$ cat config.mk
export PLATFORM = sky130hd
export DESIGN_NAME = spiral_plot_flat
export DESIGN_NICKNAME = d
export VERILOG_FILES = /design/src/rtl/spiral_plot_if.sv /design/src/rtl/spiral_plot.sv /design/src/flat_wrapper.sv
export SDC_FILE = /design/constraint.sdc
export NUM_CORES = 1
export LEC_CHECK = 0
export ABC_AREA = 0
export ABC_CLOCK_PERIOD_IN_PS = 9500
export CAP_MARGIN = 30
export CORE_UTILIZATION = 55
export DETAILED_ROUTE_END_ITERATION = 6
export GPL_TIMING_DRIVEN = 0
export PLACE_DENSITY_LB_ADDON = 0.25
export SYNTH_ARGS = -nofsm -noshare
export SYNTH_HDL_FRONTEND = slang
export SYNTH_SLANG_ARGS = --single-unit
$ cat constraint.sdc
create_clock -name clk -period 9.5 [get_ports clk]
set_input_delay 1.9 -clock clk [delete_from_list [all_inputs] [get_ports clk]]
set_output_delay 1.9 -clock clk [all_outputs]
set_load 0.05 [all_outputs]
$ cat src/rtl/spiral_plot_if.sv
// -----------------------------------------------------------------------------
// spiral_plot_if
//
// Purpose: bundles the sample input and pixel-write/status outputs of
// spiral_plot so the producer side (coordinate source / testbench) and the
// plotter connect through one port.
//
// Signals:
//   clear       producer -> plotter  synchronous restart
//   in_valid    producer -> plotter  x/y carry a sample this cycle
//   x, y        producer -> plotter  signed 32-bit coordinates
//   wr_en       plotter  -> producer pixel write strobe
//   wr_addr     plotter  -> producer pixel address (ADDR_W bits)
//   wr_data     plotter  -> producer pixel colour (sample index low byte)
//   in_count    plotter  -> producer accepted samples
//   clip_count  plotter  -> producer accepted samples outside the window
//   done        plotter  -> producer every window pixel has been written
//
// Modports: master = sample producer, slave = spiral_plot.
// -----------------------------------------------------------------------------
interface spiral_plot_if #(
    parameter int ADDR_W = 8
);
    logic                clear;
    logic                in_valid;
    logic signed [31:0]  x;
    logic signed [31:0]  y;
    logic                wr_en;
    logic [ADDR_W-1:0]   wr_addr;
    logic [7:0]          wr_data;
    logic [31:0]         in_count;
    logic [31:0]         clip_count;
    logic                done;

    modport master (
        output clear, in_valid, x, y,
        input  wr_en, wr_addr, wr_data, in_count, clip_count, done
    );

    modport slave (
        input  clear, in_valid, x, y,
        output wr_en, wr_addr, wr_data, in_count, clip_count, done
    );
endinterface

$ cat src/rtl/spiral_plot.sv
// -----------------------------------------------------------------------------
// spiral_plot
//
// Purpose: takes a stream of signed (x, y) points from the spiral generator,
// maps them into a WIDTH x HEIGHT window centred on the spiral origin, drops
// points outside the window and emits one pixel write per in-window point
// (colour = sample index). Raises done once WIDTH*HEIGHT writes were issued.
//
// Ports:
//   clk    in   clock, all state on rising edge
//   reset  in   asynchronous active-high reset
//   bus    slave modport of spiral_plot_if (clear, in_valid, x, y in;
//               wr_en, wr_addr, wr_data, in_count, clip_count, done out)
//
// Pipeline (one sample per cycle, no backpressure):
//   capture : register x, y and the sample index, bump in_count
//   stage 1 : offset into window, in-window test, clip_count for misses
//   stage 2 : pixel write (wr_en / wr_addr / wr_data), counted by written
// -----------------------------------------------------------------------------
module spiral_plot #(
    parameter int WIDTH  = 16,
    parameter int HEIGHT = 16,
    parameter int ADDR_W = 8
) (
    input  logic          clk,
    input  logic          reset,
    spiral_plot_if.slave  bus
);
    localparam int TOTAL = WIDTH * HEIGHT;
    localparam int OX    = (WIDTH - 1) / 2;
    localparam int OY    = (HEIGHT - 1) / 2;

    typedef enum logic {
        S_RUN  = 1'b0,
        S_DONE = 1'b1
    } state_t;

    state_t state_q, state_d;

    // capture register
    logic               cap_valid_q;
    logic signed [31:0] cap_x_q;
    logic signed [31:0] cap_y_q;
    logic [7:0]         cap_color_q;

    // stage 1 (only in-window samples are marked valid here)
    logic               s1_valid_q;
    logic [ADDR_W-1:0]  s1_xo_q;
    logic [ADDR_W-1:0]  s1_yo_q;
    logic [7:0]         s1_color_q;

    // stage 2 / outputs
    logic               wr_en_q;
    logic [ADDR_W-1:0]  wr_addr_q;
    logic [7:0]         wr_data_q;
    logic [31:0]        in_count_q;
    logic [31:0]        clip_count_q;
    logic [31:0]        written_q;

    logic signed [32:0] xo_w;
    logic signed [32:0] yo_w;
    logic               in_win_w;
    logic [ADDR_W-1:0]  addr_w;
    logic               go_done_w;

    // Offsets are formed at 33 bits so coordinates near +/-2^31 cannot wrap
    // around into the window.
    assign xo_w = {cap_x_q[31], cap_x_q} + 33'(OX);
    assign yo_w = {cap_y_q[31], cap_y_q} + 33'(OY);

    // Sign bit clear means xo/yo >= 0, so the low 32 bits compare unsigned.
    assign in_win_w = !xo_w[32] && (xo_w[31:0] < 32'(WIDTH)) &&
                      !yo_w[32] && (yo_w[31:0] < 32'(HEIGHT));

    assign addr_w = ADDR_W'(32'(s1_yo_q) * 32'(WIDTH) + 32'(s1_xo_q));

    // Next-state logic. The final write is the one on wr_en while written
    // already counts TOTAL-1 pixels; the machine parks in DONE on that edge.
    always_comb begin
        state_d   = state_q;
        go_done_w = 1'b0;
        if (bus.clear) begin
            state_d = S_RUN;
        end else if (state_q == S_RUN && wr_en_q &&
                     written_q == 32'(TOTAL - 1)) begin
            go_done_w = 1'b1;
            state_d   = S_DONE;
        end
    end

    always_ff @(posedge clk or posedge reset) begin
        if (reset) begin
            state_q <= S_RUN;
        end else begin
            state_q <= state_d;
        end
    end

    always_ff @(posedge clk or posedge reset) begin
        if (reset) begin
            cap_valid_q  <= 1'b0;
            cap_x_q      <= '0;
            cap_y_q      <= '0;
            cap_color_q  <= '0;
            s1_valid_q   <= 1'b0;
            s1_xo_q      <= '0;
            s1_yo_q      <= '0;
            s1_color_q   <= '0;
            wr_en_q      <= 1'b0;
            wr_addr_q    <= '0;
            wr_data_q    <= '0;
            in_count_q   <= '0;
            clip_count_q <= '0;
            written_q    <= '0;
        end else if (bus.clear) begin
            // Restart: flush all stages and counters; a sample offered in
            // the same cycle is discarded. wr_addr/wr_data keep their value.
            cap_valid_q  <= 1'b0;
            s1_valid_q   <= 1'b0;
            wr_en_q      <= 1'b0;
            in_count_q   <= '0;
            clip_count_q <= '0;
            written_q    <= '0;
        end else if (state_q == S_RUN) begin
            cap_valid_q <= bus.in_valid;
            if (bus.in_valid) begin
                cap_x_q     <= bus.x;
                cap_y_q     <= bus.y;
                cap_color_q <= in_count_q[7:0];
                in_count_q  <= in_count_q + 32'd1;
            end

            s1_valid_q <= cap_valid_q && in_win_w;
            if (cap_valid_q && in_win_w) begin
                s1_xo_q    <= xo_w[ADDR_W-1:0];
                s1_yo_q    <= yo_w[ADDR_W-1:0];
                s1_color_q <= cap_color_q;
            end
            if (cap_valid_q && !in_win_w) begin
                clip_count_q <= clip_count_q + 32'd1;
            end

            // No new write may appear in the first DONE cycle.
            wr_en_q <= s1_valid_q && !go_done_w;
            if (s1_valid_q && !go_done_w) begin
                wr_addr_q <= addr_w;
                wr_data_q <= s1_color_q;
            end

            if (wr_en_q) begin
                written_q <= written_q + 32'd1;
            end
        end else begin
            // DONE: anything still in flight is dropped, counters frozen.
            cap_valid_q <= 1'b0;
            s1_valid_q  <= 1'b0;
            wr_en_q     <= 1'b0;
        end
    end

    assign bus.wr_en      = wr_en_q;
    assign bus.wr_addr    = wr_addr_q;
    assign bus.wr_data    = wr_data_q;
    assign bus.in_count   = in_count_q;
    assign bus.clip_count = clip_count_q;
    assign bus.done       = (state_q == S_DONE);
endmodule
$ cat src/flat_wrapper.sv
// flat-port wrapper written by rule: the top's interface ports become plain ports
module spiral_plot_flat 
#(
    parameter int WIDTH  = 16,
    parameter int HEIGHT = 16,
    parameter int ADDR_W = 8
)
  (clk, reset, bus_clear, bus_in_valid, bus_x, bus_y, bus_wr_en, bus_wr_addr, bus_wr_data, bus_in_count, bus_clip_count, bus_done);
  spiral_plot_if #(.ADDR_W(ADDR_W)) bus_i ();
  input  logic clk;
  input  logic reset;
  input wire logic [$bits(bus_i.clear)-1:0] bus_clear;
  input wire logic [$bits(bus_i.in_valid)-1:0] bus_in_valid;
  input wire logic [$bits(bus_i.x)-1:0] bus_x;
  input wire logic [$bits(bus_i.y)-1:0] bus_y;
  output wire logic [$bits(bus_i.wr_en)-1:0] bus_wr_en;
  output wire logic [$bits(bus_i.wr_addr)-1:0] bus_wr_addr;
  output wire logic [$bits(bus_i.wr_data)-1:0] bus_wr_data;
  output wire logic [$bits(bus_i.in_count)-1:0] bus_in_count;
  output wire logic [$bits(bus_i.clip_count)-1:0] bus_clip_count;
  output wire logic [$bits(bus_i.done)-1:0] bus_done;
  assign bus_i.clear = bus_clear;
  assign bus_i.in_valid = bus_in_valid;
  assign bus_i.x = bus_x;
  assign bus_i.y = bus_y;
  assign bus_wr_en = bus_i.wr_en;
  assign bus_wr_addr = bus_i.wr_addr;
  assign bus_wr_data = bus_i.wr_data;
  assign bus_in_count = bus_i.in_count;
  assign bus_clip_count = bus_i.clip_count;
  assign bus_done = bus_i.done;
  spiral_plot #(.WIDTH(WIDTH), .HEIGHT(HEIGHT), .ADDR_W(ADDR_W)) u_core (.clk(clk), .reset(reset), .bus(bus_i));
endmodule
# Yosys cells after proc, flatten, opt, wreduce, memory -nomap -nowiden
# Index checks and enable logic that the tools add are counted.
# W data, S select, Z words.
[word_totals]
register_bits = 208
wordCells = 68
[op_classes]
add_sub_neg = 6
magnitude_cmp = 2
n_eq_ne = 2
muxes = 19
n_bitwise = 2
reduce_logical = 22
[op_table]
columns = ["cell", "count"]
rows = [
  ["$mux W32", 9],
  ["$add A32 B1 Y32 const B", 3],
  ["$add A32 B4 Y33 const B", 2],
  ["$lt A32 B5 Y1 const B", 2],
  ["$eq A32 B8 Y1 const B", 1],
  ["$mux W1", 10],
  ["$reduce_and A3 Y1", 3],
  ["$add A8 B8 Y8", 1],
  ["$logic_and A1 B1 Y1", 8],
  ["$reduce_bool A2 Y1", 4],
  ["$reduce_and A2 Y1", 3],
  ["$logic_not A1 Y1", 4],
  ["$ne A2 B2 Y1 const B", 1],
  ["$not A1 Y1", 2],
]

# Logic depth before layout (Yosys ltp)
# Gate-level depths: netlist (run 1).
[logic_depth]
ltp_word = 10
mapped_depth = 13
mapped_depth_nobuf = 11

# Least setup slack after synthesis (run 1)
# OpenSTA, ideal clock, no wires.
[synth_path]
path_type = "input to register"
from = "in bus_in_valid"
to = "reg u_core.in_count_q[23], in the netlist u_core.bus.in_count[23]"
setup_ns = 0.078
arrival_ns = 3.866
slack_ns = 5.556
stages = 11
n_path_buf = 2
path_cell_list = "nor2b_1 > clkbuf_1 > and3_1 > and3_1 > and3_1 > clkbuf_1 > nand3_1 > nor2_1 > nand2_1 > or3_1 > a21oi_1"
[synth_between]
elab_chain_cells = 2
[synth_rtl]
columns = ["element", "line_no", "source"]
rows = [
  ["start, declared", "flat_wrapper.sv:13", "input wire logic [$bits(bus_i.in_valid)-1:0] bus_in_valid;"],
  ["$reduce_bool A2 Y1 (no line)", "-", ""],
  ["$reduce_and A2 Y1 (no line)", "-", ""],
  ["end signal, assigned", "spiral_plot.sv:130", "in_count_q <= in_count_q + 32'd1;"],
  ["end, declared", "spiral_plot.sv:56", "logic [31:0] in_count_q;"],
]
# Every way passes these cells.
# A chain may end at the register's enable or synchronous reset.

# Worst setup path after layout (run 1)
# Same ends and word-level chain as after synthesis.

==> metrics.yaml, run 1 <==
rr_endpoint: "u_core.bus.clip_count[1]"
p_clk_share_pct: 40.8
power.leakage_nw: 5.384
final.setup_skew_ns: 0.02213
drive_gt1_share_pct: 9.567
synthFlopType: "dfrtp_1"
postCtsSetupBuffers: 0
crit_arrival_ns: 4.89
dpl.hpwl_um: 18060
worst_hold_path.endpoint: "u_core.bus.wr_data[7]"
drc_errors: 0
viasPerCell: 5.872
htree_levels: 1
synth_edf_count: 0
numCtsBuffers: 22
ctsHoldBuffers: 0
yosys.cell_types.count: 66
drv_cap: 0
grt_overflow_total: 0
drt_iter0_drc: 607
grt_start_max_net_pins: 110
setup_violations: 0
worstReg2RegStart: "u_core.cap_y_q[0]"
relSlewSlack_pct: 49.24
diodes: 0
yosysTopAreaCell: "dfrtp_1"
root_buffer: "clkbuf_16"
end_kind: "flip-flop"
die-area_sq_um: 19560
fin_util_pct: 69.54
netSwitchingFraction_pct: 25.86
worstPathRequired_ns: 9.93
drt_wl_total_um: 25430
num_rows: 50
power.density_nw_per_um2: 158.0
rrSetupSlack_ns: 5.59
fin_nets: 1287
cts_tree: "done"
ir_drop_mv: 0.1656
grt_pass1_wl_um: 41960
period_minus_slack_ns: 4.462
netlist_area_sq_um: 10450
critPathMaxFanout: 6
postRouteAntennaNets: 0
rsz0062_at_grt: "no"
synth_nets: 1113
finalHoldViolCount: 0
gp_congestion: 0.9012
dieHeight_um: 139.9
vias: 8556
ys_ff_latch: 208
grt_pass1_vias: 8329
yosys.cell_count.top_type: "dfrtp_1"
io_buffer_count: 149
synth.area.top_cells: "dfrtp_1 50%, mux2_2 6.7%, xor2_1 4.4%"
synth_common_cells: "208 x dfrtp_1, 104 x nand2_1, 94 x nor2_1"
clock_latency_ns: 0.51
cts.sinks: 208
ctsResizeCount: 0
hold_depth: 2
p_seq_share_pct: 48.4
worstMarginPinSlew_ns: 0.7614
timing_worst_setup_path_type: "in -> reg"
antenna_found_initial: 0
synth_cells: 1036
pin_count: 150
hold_class: "reg -> reg"
worstSetupStartpointType: "primary input"
start_util_pct: 56.07
max_freq_mhz: 224.1
reg2reg_depth: 13
ys_seq_area_share_pct: 49.80
slew_viol_final: 0
syn_avg_cell_area_sq_um: 10.09
synth_async_sr_flop_share_pct: 100.0
max-clock-path-buffers: 3
syn2layout_area_growth_pct: 24.02
die_w_um: 139.9
core_sq_um: 18640
fin_crit_sh_pct: 46.97
hp-start: "u_core.s1_color_q[7]"
outcome: "complete, no violations"
first_pass_iters: 6
track_usage_pct: 26.69
wire_per_inst_um: 17.45
pwr-share-comb_pct: 10.8
p_int_mw: 1.518
setup_tns_ns: 0
path_clk_slew_ns: 0.06
net-switching-power_mw: 0.5296
synth_top_area_share_pct: 49.80
yosys_warnings: 0
==> logic make-up (layout without fill, tap and decap cells) <==
group,after synthesis,after routing,synth area share [%]
AND/OR/NAND/NOR,452,452,22.55
adder cells (fa/ha/maj),9,9,1.149
buffers and inverters,70,257,2.729
AO/OA/AOI/OAI,129,129,7.769
XOR/XNOR,84,84,7.039
multiplexers,84,84,8.966
flip-flops,208,208,49.80
==> layout by cell type, fill, tap and decap left out, types with 31 or more instances in the layout <==
cell,netlist,routed
clkbuf_1,33,37
mux2_2,62,62
o21ai_0,38,38
xnor2_1,31,31
nand2_1,104,104
nand3_1,56,56
nor2_1,94,94
dfrtp_1,208,208
nand4_1,37,37
and3_1,33,33
a21oi_1,39,39
clkdlybuf4s50_1,0,149
xor2_1,53,53
==> sequential cells by signal, summed over array words and instances, names as in the netlist <==
name,flops
u_core.bus.clip_count,32
u_core.bus.done,1
u_core.bus.in_count,32
u_core.bus.wr_addr,8
u_core.bus.wr_data,8
u_core.bus.wr_en,1
u_core.cap_color_q,8
u_core.cap_valid_q,1
u_core.cap_x_q,32
u_core.cap_y_q,32
u_core.s1_color_q,8
u_core.s1_valid_q,1
u_core.s1_xo_q,8
u_core.s1_yo_q,4
u_core.written_q,32
==> power groups by stage <==
stage	Combinational [mW]	Clock, mW	Sequential, mW
after floorplan	0.144	0	0.991
after global placement	0.212	0	1.00
after detailed placement	0.220	0	1.00
after CTS	0.223	0.848	0.989
after global routing	0.244	0.885	0.997
final	0.222	0.835	0.991
==> worst max-delay path, cell delays in order <==
cell	delay [ns]
clkdlybuf4s50_1	0.53
nor2b_1	0.17
clkbuf_1	0.28
and3_1	0.25
and3_1	0.24
and3_1	0.17
clkbuf_1	0.23
nand3_1	0.16
nor2_1	0.32
nand2_1	0.16
or3_1	0.33
a21oi_1	0.15
==> metrics by stage <==
stage | cell area [sq um] | power (mW) | hold slack [ns] | setup WS, ns | cells
6_report | 12960 | 2.048 | 0.4712 | 5.038 | 1457
5_1_grt | 12960 | 2.126 | 0.4903 | 4.818 | 1457
4_1_cts | 12960 | 2.060 | 0.4694 | 5.073 | 1457
3_5_place_dp | 12270 | 1.224 | 0.4528 | 4.613 | 1420
3_3_place_gp | 12240 | 1.214 | 0.4420 | -0.6588 | 1419
2_1_floorplan | 10450 | 1.136 | 0.4315 | 1.919 | 1036
==> final cells by class <==
type / instances / area (sq um)
fill: 1408 / 5679
sequential: 208 / 5205
multi-input combinational: 758 / 4962
timing repair buffer: 150 / 1519
clock buffer: 30 / 620.6
tap: 234 / 292.8
buffer: 45 / 191.4
inverter: 25 / 101.3
clock inverter: 7 / 71.32
==> how the worst max path moves through the flow <==
stage / from / end / slack (ns) / cells after the start
floorplan: reset / u_core.bus.clip_count[0] / 1.92 / 1
global placement: reset / u_core.cap_x_q[19] / -0.66 / 2
detailed placement: bus_in_valid / u_core.bus.in_count[23] / 4.61 / 12
CTS: bus_in_valid / u_core.bus.in_count[23] / 5.07 / 12
global route: bus_in_valid / u_core.bus.in_count[23] / 4.82 / 12
finish: bus_in_valid / u_core.bus.in_count[23] / 5.04 / 12
==> metal layers <==
layer	track usage [%]	up-vias	wire length, um
met2	44.18	290	12280
met5	0	-	0
li1	-	4041	-
met1	36.24	4178	11020
met4	9.254	0	635
met3	3.476	47	1492
Note: power is estimated with default switching activity, not from simulation.
==> run 2: changes to the inputs <==
--- a/config.mk
+++ b/config.mk
@@ -6,9 +6,9 @@
 export NUM_CORES = 1
 export LEC_CHECK = 0
 export ABC_AREA = 0
-export ABC_CLOCK_PERIOD_IN_PS = 9500
+export ABC_CLOCK_PERIOD_IN_PS = 4000
 export CAP_MARGIN = 30
-export CORE_UTILIZATION = 55
+export CORE_UTILIZATION = 50
 export DETAILED_ROUTE_END_ITERATION = 6
 export GPL_TIMING_DRIVEN = 0
 export PLACE_DENSITY_LB_ADDON = 0.25
==> constraint.sdc (replaced) <==
create_clock -name clk -period 4 [get_ports clk]
set_input_delay 0.8 -clock clk [delete_from_list [all_inputs] [get_ports clk]]
set_output_delay 0.8 -clock clk [all_outputs]
set_load 0.05 [all_outputs]
==> run 2 against run 1 <==
Effect of this change:
- die area up 9.9%
- core utilization shrank 4.8 points
- clock power rose to 2.6 times the previous value
- sequential share of layout area down 0.64 points
- critical path depth increased by 1
- flip-flop and latch count did not move
- combinational power grew 140%
- first-iteration DRC count shrank 22%
- worst hold slack got worse by 0.0053 ns
- critical path type is now reg -> reg
- largest power group unchanged
==> metrics.yaml, run 2 (synthesis gave the netlist of run 1 again) <==
period_minus_slack_ns: 3.861
core_sq_um: 20360  # +9.2%
final_area_sq_um: 13180  # +1.6%
num_rows: 52  # +4.0%
fillCellCount: 1657  # +18%
diodes: 0  # unchanged
place_inst: 1460  # +2.8%
die-area_sq_um: 21490  # +9.9%
dp_slack_ns: 0.1539  # -4.459 ns
timing_worst_setup_path_type: "reg -> reg"
fin_nets: 1293  # +0.47%
ir_drop_mv: 0.3190  # +93%
grt-busiest-layer: "met2"
outcome: "complete, no violations"
start_util_pct: 51.33  # -4.7 points
gp_congestion: 0.8933  # -0.88%
drt_wl_total_um: 24690  # -2.9%
worstReg2RegStart: "u_core.cap_y_q[0]"
netSwitchingFraction_pct: 25.26  # -0.60 points
power.leakage_nw: 5.453  # +1.3%
p_int_mw: 3.763  # +150%
track_usage_pct: 23.33  # -3.4 points
clock_latency_ns: 0.52  # about the same
fin_crit_sh_pct: 96.53
pin_count: 150  # unchanged
postRouteAntennaNets: 0  # unchanged
htree_levels: 1  # unchanged
drive_gt1_share_pct: 10.39  # +0.82 points
vias: 8493  # -0.74%
numCtsBuffers: 23  # +4.5%
layout_commonest_cell: "dfrtp_1"
final.setup_skew_ns: 0.01894  # -0.003193 ns
grt_start_max_net_pins: 43  # -61%
slew_viol_final: 0  # unchanged
fin_cells: 1502  # +3.1%
reg2reg_depth: 13  # unchanged
hold_class: "reg -> reg"
grt_pass1_vias: 8196  # -1.6%
cts_tree: "done"
worst_hold_path.endpoint: "u_core.bus.wr_data[0]"
met3_usage_pct: 3.688  # +0.21 points
critPathMaxFanout: 10  # +4
worstMarginPinSlew_ns: 0.7803  # +0.01882 ns
power.density_nw_per_um2: 382.2  # +140%
most-common-layout-cells: "208 x dfrtp_1, 149 x clkdlybuf4s50_1, 104 x nand2_1"
max-clock-path-buffers: 3  # unchanged
worstPathRequired_ns: 4.38  # -5.55 ns
grt_pass1_wl_um: 40770  # -2.8%
grtUsageMet2_pct: 37.68  # -6.5 points
ctsHoldBuffers: 0  # unchanged
cts.sinks: 208  # unchanged
rrSetupSlack_ns: 0.14  # -5.45 ns
worstSetupStartpointType: "flip-flop"
antenna_found_initial: 0  # unchanged
drc_errors: 0  # unchanged
wire_per_inst_um: 16.44  # -5.8%
relSlewSlack_pct: 47.58  # -1.7 points
dpl_cell_area_sq_um: 12390  # +0.93%
path_clk_slew_ns: 0.06  # about the same
root_buffer: "clkbuf_16"
finalHoldViolCount: 0  # unchanged
rsz0062_at_grt: "no"
rr_endpoint: "u_core.s1_color_q[7]"
end_kind: "flip-flop"
drt_iter0_drc: 476  # -22%
setup_ws_ns: 0.1388  # -4.899 ns
dpl.hpwl_um: 17980  # -0.45%
setup_violations: 0  # unchanged
pwr-share-comb_pct: 10.6  # -0.2 points
hp-start: "u_core.s1_color_q[0]"
p_seq_share_pct: 46.7  # -1.7 points
die_w_um: 146.6  # +4.8%
syn2layout_area_growth_pct: 26.05
grt.met1_usage_pct: 32.52  # -3.7 points
drv_cap: 0  # unchanged
net-switching-power_mw: 1.272  # +140%
max_freq_mhz: 259.0
dieHeight_um: 146.6  # +4.8%
crit_arrival_ns: 4.24  # -0.65 ns
first_pass_iters: 6  # unchanged
grt_overflow_total: 0  # unchanged
viasPerCell: 5.654  # -3.7%
p_clk_share_pct: 42.7  # +1.9 points
hold_depth: 2  # unchanged
io_buffer_count: 149  # unchanged
run 2: worst max-delay path by stage:
stage / depth (start not counted) / endpoint / slack, ns / startpoint
finish: 13 / u_core.s1_color_q[7] / 0.14 / u_core.cap_y_q[0]
detailed placement: 13 / u_core.bus.clip_count[1] / 0.15 / u_core.cap_y_q[0]
global placement: 2 / u_core.bus.wr_addr[0] / -1.12 / reset
floorplan: 1 / u_core.bus.clip_count[0] / 0.50 / reset
global route: 13 / u_core.s1_color_q[7] / 0.02 / u_core.cap_y_q[0]
CTS: 13 / u_core.bus.clip_count[1] / 0.12 / u_core.cap_y_q[0]
run 2: power by group through the flow:
stage | Clock [mW] | Combinational (mW) | Sequential [mW]
after floorplan | 0 | 0.343 | 2.35
after global placement | 0 | 0.503 | 2.38
after detailed placement | 0 | 0.529 | 2.38
after CTS | 2.18 | 0.534 | 2.35
after global routing | 2.28 | 0.587 | 2.37
final | 2.15 | 0.534 | 2.35
run 2: area by class of cell:
class	count	area, sq um	share of cell area (%)
Sequential cell	208	5205	39.51
Buffer	45	195.2	1.481
Clock inverter	8	98.84	0.7502
Tap cell	270	337.8	2.564
Inverter	25	97.59	0.7407
Multi-Input combinational cell	758	4969	37.71
Timing Repair Buffer	155	1599	12.14
Clock buffer	33	673.1	5.109
run 2: repair_timing:
action,CTS,global route
buffers inserted,0,1
endpoints found under the setup margin,0,15
gates resized for setup,0,5
run 2: critical path, cell delays in order, from the launching register on:
cell and delay (ns):
dfrtp_1 0.39, inv_1 0.09, ha_1 0.26, nor2b_2 0.21, or4_4 0.58, nor3_1 0.24
xnor2_1 0.20, nand4_1 0.12, a2111o_1 0.41, or3_1 0.39, buf_2 0.19, nor2_4 0.14
buf_6 0.16, mux2_1 0.33
run 2: stage by stage:
step	TNS (ns)	utilization [%]	hold WS [ns]	power, mW
after floorplan	0	-	0.4315	2.698
after global routing	0	64.70	0.4875	5.232
final	0	64.70	0.4659	5.035
after detailed placement	0	60.82	0.4506	2.914
after CTS	0	64.61	0.4671	5.066
after global placement	-228.90	60.33	0.4450	2.885
run 2: routing by layer:
metal / vias to the layer above / part of all wire [%]
li1: 4052 / -
met1: 4111 / 45
met2: 280 / 46
met3: 50 / 6.1
met4: 0 / 2.2
met5: - / 0
